File: src/rtl/harvard_pkg.sv
// Shared types and constants for the harvard top level and its data-memory arbiter.
package harvard_pkg;

    typedef enum logic [1:0] {
        IDLE   = 2'd0,
        ACCESS = 2'd1,
        DONE   = 2'd2
    } arb_state_t;

    localparam int PORT_CPU = 0;
    localparam int PORT_AUX = 1;

    localparam int unsigned DEF_AW = 8;
    localparam int unsigned DEF_DW = 8;

    // Index of the port that is not p.
    function automatic logic other_port(input logic p);
        return ~p;
    endfunction

endpackage

File: src/rtl/datamem_arbiter_rr_arb2.sv
// Two-way round-robin picker; the pointer register lives in the caller.
module rr_arb2 (
    input  logic [1:0] req,
    input  logic       last,
    output logic       grant_valid,
    output logic       grant_idx
);

    // Tie goes to the port that was not served last.
    always_comb begin
        grant_valid = |req;
        case (req)
            2'b11:   grant_idx = ~last;
            2'b10:   grant_idx = 1'b1;
            default: grant_idx = 1'b0;
        endcase
    end

endmodule

File: src/rtl/datamem_arbiter.sv
// Round-robin arbiter sharing the single-ported datamem between CPU and aux port.
module datamem_arbiter
    import harvard_pkg::*;
#(
    parameter int unsigned AW = DEF_AW,
    parameter int unsigned DW = DEF_DW
) (
    input  logic          clk,
    input  logic          rst,
    input  logic          req0,
    input  logic          req1,
    input  logic          write0,
    input  logic          write1,
    input  logic [AW-1:0] addr0,
    input  logic [AW-1:0] addr1,
    input  logic [DW-1:0] wdata0,
    input  logic [DW-1:0] wdata1,
    output logic          ack0,
    output logic          ack1,
    output logic [DW-1:0] rdata0,
    output logic [DW-1:0] rdata1,
    output logic [AW-1:0] mem_addr,
    output logic [DW-1:0] mem_din,
    output logic          mem_write,
    input  logic [DW-1:0] mem_dout
);

    arb_state_t    state;
    logic          cmd_port;
    logic          cmd_write;
    logic [AW-1:0] cmd_addr;
    logic [DW-1:0] cmd_wdata;
    logic          last;
    logic [DW-1:0] rdata_q;
    logic [1:0]    ack_q;
    logic          mem_write_q;

    logic [1:0]    req_vec;
    logic          grant_valid;
    logic          grant_idx;
    logic          ld_idx;
    logic          ld_en;
    logic          ld_write;
    logic [AW-1:0] ld_addr;
    logic [DW-1:0] ld_wdata;

    assign req_vec = {req1, req0};

    rr_arb2 u_rr_arb2 (
        .req         (req_vec),
        .last        (last),
        .grant_valid (grant_valid),
        .grant_idx   (grant_idx)
    );

    // Select which port's command gets latched: the arbiter's pick from IDLE,
    // or only the other port from DONE so the served port cannot cut in again.
    always_comb begin
        ld_idx = grant_idx;
        ld_en  = grant_valid;
        if (state == DONE) begin
            ld_idx = other_port(cmd_port);
            ld_en  = req_vec[ld_idx];
        end
        ld_write = ld_idx ? write1 : write0;
        ld_addr  = ld_idx ? addr1  : addr0;
        ld_wdata = ld_idx ? wdata1 : wdata0;
    end

    // Arbitration FSM with registered ack and write strobe.
    always_ff @(posedge clk or posedge rst) begin
        if (rst) begin
            state       <= IDLE;
            cmd_port    <= 1'b0;
            cmd_write   <= 1'b0;
            cmd_addr    <= '0;
            cmd_wdata   <= '0;
            last        <= 1'b1;
            rdata_q     <= '0;
            ack_q       <= 2'b00;
            mem_write_q <= 1'b0;
        end else begin
            case (state)
                IDLE: begin
                    ack_q       <= 2'b00;
                    mem_write_q <= 1'b0;
                    if (ld_en) begin
                        cmd_port    <= ld_idx;
                        cmd_write   <= ld_write;
                        cmd_addr    <= ld_addr;
                        cmd_wdata   <= ld_wdata;
                        mem_write_q <= ld_write;
                        state       <= ACCESS;
                    end
                end
                ACCESS: begin
                    mem_write_q     <= 1'b0;
                    if (!cmd_write) begin
                        rdata_q <= mem_dout;
                    end
                    last            <= cmd_port;
                    ack_q           <= 2'b00;
                    ack_q[cmd_port] <= 1'b1;
                    state           <= DONE;
                end
                DONE: begin
                    ack_q       <= 2'b00;
                    mem_write_q <= 1'b0;
                    if (ld_en) begin
                        cmd_port    <= ld_idx;
                        cmd_write   <= ld_write;
                        cmd_addr    <= ld_addr;
                        cmd_wdata   <= ld_wdata;
                        mem_write_q <= ld_write;
                        state       <= ACCESS;
                    end else begin
                        state <= IDLE;
                    end
                end
                default: begin
                    ack_q       <= 2'b00;
                    mem_write_q <= 1'b0;
                    state       <= IDLE;
                end
            endcase
        end
    end

    assign ack0      = ack_q[PORT_CPU];
    assign ack1      = ack_q[PORT_AUX];
    assign mem_write = mem_write_q;
    assign mem_addr  = cmd_addr;
    assign mem_din   = cmd_wdata;
    assign rdata0    = rdata_q;
    assign rdata1    = rdata_q;

endmodule

File: config.mk
export PLATFORM = sky130hd
export DESIGN_NAME = datamem_arbiter
export DESIGN_NICKNAME = d
export VERILOG_FILES = /design/src/rtl/harvard_pkg.sv /design/src/rtl/datamem_arbiter_rr_arb2.sv /design/src/rtl/datamem_arbiter.sv
export SDC_FILE = /design/constraint.sdc
export NUM_CORES = 1
export LEC_CHECK = 0
export ABC_CLOCK_PERIOD_IN_PS = 5400
export CORE_UTILIZATION = 45
export CTS_BUF_LIST = sky130_fd_sc_hd__clkbuf_2 sky130_fd_sc_hd__clkbuf_4 sky130_fd_sc_hd__clkbuf_8
export CTS_CLUSTER_SIZE = 28
export DETAILED_ROUTE_END_ITERATION = 10
export GPL_TIMING_DRIVEN = 0
export PLACE_DENSITY = 0.85
export SETUP_SLACK_MARGIN = 0.15
export SLEW_MARGIN = 25
export SYNTH_ARGS = -nofsm -noshare
export SYNTH_HDL_FRONTEND = slang
export SYNTH_SLANG_ARGS = --single-unit
File: constraint.sdc
create_clock -name clk -period 5.4 [get_ports clk]
set_clock_uncertainty 0.15 [all_clocks]
set_input_delay 1.08 -clock clk [delete_from_list [all_inputs] [get_ports clk]]
set_output_delay 1.08 -clock clk [all_outputs]
set_load 0.005 [all_outputs]
==> flow_metrics.py <==
metrics = {
    "synthesis": {
        "synth-seq-cells": 32,
        "synthArstFlopShare": 1.00,
        "synthCells": 148,
        "synth_top_cells_by_area": "dfrtp_1, mux2_2, a222oi_1",
        "synth_most_common_cell": "dfrtp_1",
        "synth_edf_count": 0,
        "synthDistinctLibCells": 25,
        "syn-cell-area_mm2": 0.00167,
        "ys_top_cells_by_count": "dfrtp_1, nor2_1, mux2_2",
        "synth_largest_area_cell": "dfrtp_1",
        "synth_top_area_share": 0.464,
        "post_synth.cell_area_avg_um2": 11.3,
        "synthFlopType": "dfrtp_1",
        "syn_nets": 194,
        "synth-seq-area-share": 0.480,
        "yosysWarnings": 0,
    },
    "clocking": {
        "path_clk_slew_ns": 0.06,
        "numCtsBuffers": 5,
        "post_cts_buffers": 0,
        "cts.hold.buffers_added": 0,
        "cts_tree": "yes",
        "clkSinkCount": 32,
        "ctsHtreeMaxLevel": 2,
        "cts.repair.resized": 0,
        "max-clock-path-buffers": 2,
        "insertion_delay_ns": 0.29,
        "cts_root_buf": "clkbuf_8",
    },
    "timing": {
        "fin_crit_sh": 0.512,
        "fin_crit_ns": 2.76,
        "setup_tns_ns": 0,
        "maxSlewHeadroom": 0.569,
        "tightest_slew_ns": 0.646,
        "finalHoldViolCount": 0,
        "fmax_ghz": 0.362,
        "maxSlewViolCount": 0,
        "rsz0062_at_grt": "false",
        "holdWs_ns": 0.371,
        "finalSetupViolCount": 0,
    },
    "place": {
        "hpwl_mm": 3.42,
        "io_buffers": 80,
        "place_area_mm2": 0.00253,
        "gp_congestion": 0.690,
    },
    "drt": {
        "vias": 1579,
        "via_per_inst": 5.60,
        "firstDrtPassIters": 6,
        "drt-total-wl_mm": 4.57,
        "drt_iter0_markers": 144,
        "antenna_violating_nets_post_route": 0,
        "drc": 0,
        "wl_per_cell_um": 16.2,
    },
    "die": {
        "fp-row-count": 21,
        "die_height_um": 62.9,
        "dieArea_mm2": 0.00396,
        "start_util": 0.485,
        "coreArea_mm2": 0.00344,
        "io_pins": 81,
        "dieWidth_um": 62.9,
    },
    "hold_path": {
        "hold_class": "reg -> reg",
    },
    "pwr": {
        "seqPwrFrac": 0.307,
        "power.internal_mw": 0.968,
        "clkPwrFrac": 0.142,
        "peakVddDrop_uv": 262,
        "power_density_mw_per_mm2": 551,
        "p_leak_nw": 1.09,
        "combinationalPowerShare": 0.550,
        "switching_share": 0.333,
        "switchingPower_mw": 0.483,
    },
    "setup_path": {
        "worstPathArrival_ns": 2.82,
        "crit_path_max_fanout": 10,
        "worst-setup-path-type": "in -> reg",
        "crit_path_start_kind": "input port",
        "crit_required_ns": 5.45,
        "crit_path_end_kind": "flop",
        "r2r_slack_ns": 3.47,
    },
    "finish": {
        "fin_util": 0.765,
        "final_area_mm2": 0.00263,
        "n_antenna_cell": 0,
        "syn2layout_area_growth_pct": 57.6,
        "drive_above_1_share": 0.208,
        "final_nets": 281,
    },
    "global_route": {
        "grt.overflow.total": 0,
        "antenna_found_initial": 0,
        "grt_pass1_vias": 1643,
        "grt_max_degree": 33,
        "grt_usage": 0.244,
        "grt_pass1_wl_mm": 7.51,
    },
    "run": {
        "maxCapViolCount": 0,
    },
    "status": {
        "status": "finished clean",
    },
}
critical path, stage by stage:
cell and delay [ns]:
clkdlybuf4s50_1 0.51, a21boi_1 0.34, and2_1 0.20, buf_6 0.13, buf_2 0.23, a222oi_1 0.15, a21oi_1 0.18
layout by cell type, fill, tap and decap left out:
master           instances
nand2b_4                 1
nand2b_1                 1
dfrtp_1                 31
a211oi_4                 1
nor2_2                   2
inv_1                    2
a21boi_1                 1
o21bai_1                 1
buf_2                    5
nor2_1                  22
clkbuf_8                 7
mux2_2                  18
buf_6                    1
inv_2                    1
nor3b_1                  1
and3_1                   1
nor2b_1                  1
a222oi_1                16
a21oi_1                 17
o31a_1                   1
mux2_1                   6
clkdlybuf4s50_1         80
buf_1                    1
clkbuf_4                 1
mux2i_1                  2
and2_1                   2
dfstp_2                  1
buf_4                   11
a21o_1                   1
power by group through the flow:
stage | clock network, mW | logic, mW | registers [mW]
floorplan | 0 | 0.405 | 0.447
CTS | 0.210 | 0.801 | 0.445
global placement | 0 | 0.768 | 0.439
finish | 0.207 | 0.799 | 0.446
detailed placement | 0 | 0.797 | 0.449
global route | 0.221 | 0.864 | 0.461
logic make-up after synthesis:
logic type             after synthesis  share of synthesized area
AOI/OAI and AO/OA                   38                      0.178
buffers and inverters               21                     0.0801
DFF                                 32                      0.480
muxes                               26                      0.174
and+or+nand+nor                     31                     0.0884
registers in the layout, summed over array words and instances (netlist names):
name,flops
ack_q,2
cmd_port,1
cmd_write,1
last,1
mem_addr,8
mem_din,8
mem_write,1
rdata0,8
state,2
stage by stage:
| stage | power, mW | cells | setup WS (ns) |
|---|---|---|---|
| after global routing | 1.55 | 282 | 2.53 |
| after global placement | 1.21 | 274 | 2.48 |
| after CTS | 1.46 | 282 | 2.65 |
| after floorplan | 0.852 | 148 | 3.06 |
| final | 1.45 | 282 | 2.64 |
| after detailed placement | 1.25 | 274 | 2.37 |
final cells by class:
| cell class | instances | area, µm² |
|---|---|---|
| timing repair buffer | 80 | 801 |
| multi-input combinational | 95 | 734 |
| fill | 231 | 810 |
| buffer | 18 | 123 |
| sequential | 32 | 802 |
| clock buffer | 8 | 104 |
| inverter | 3 | 11.3 |
| tap | 46 | 57.6 |
layer usage:
metal  share of wire  track usage  vias up
met1            0.39        0.277      747
met5               0            0        -
met4           0.019        0.102        0
met2            0.50        0.421      105
met3           0.090       0.0730       10
li1                -            -      717
path summary, 6_finish.rpt:
path	startpoint	to	depth (start not counted)
setup / recovery	req1	mem_addr[7]	7
hold / removal	rdata0[4]	rdata0[4]	1
hold reg to reg	rdata0[4]	rdata0[4]	1
setup reg to reg	last	mem_addr[7]	6
max in group asynchronous	rst	rdata0[3]	2
min in group asynchronous	rst	rdata0[0]	2
(Power assumes the default switching activity.)
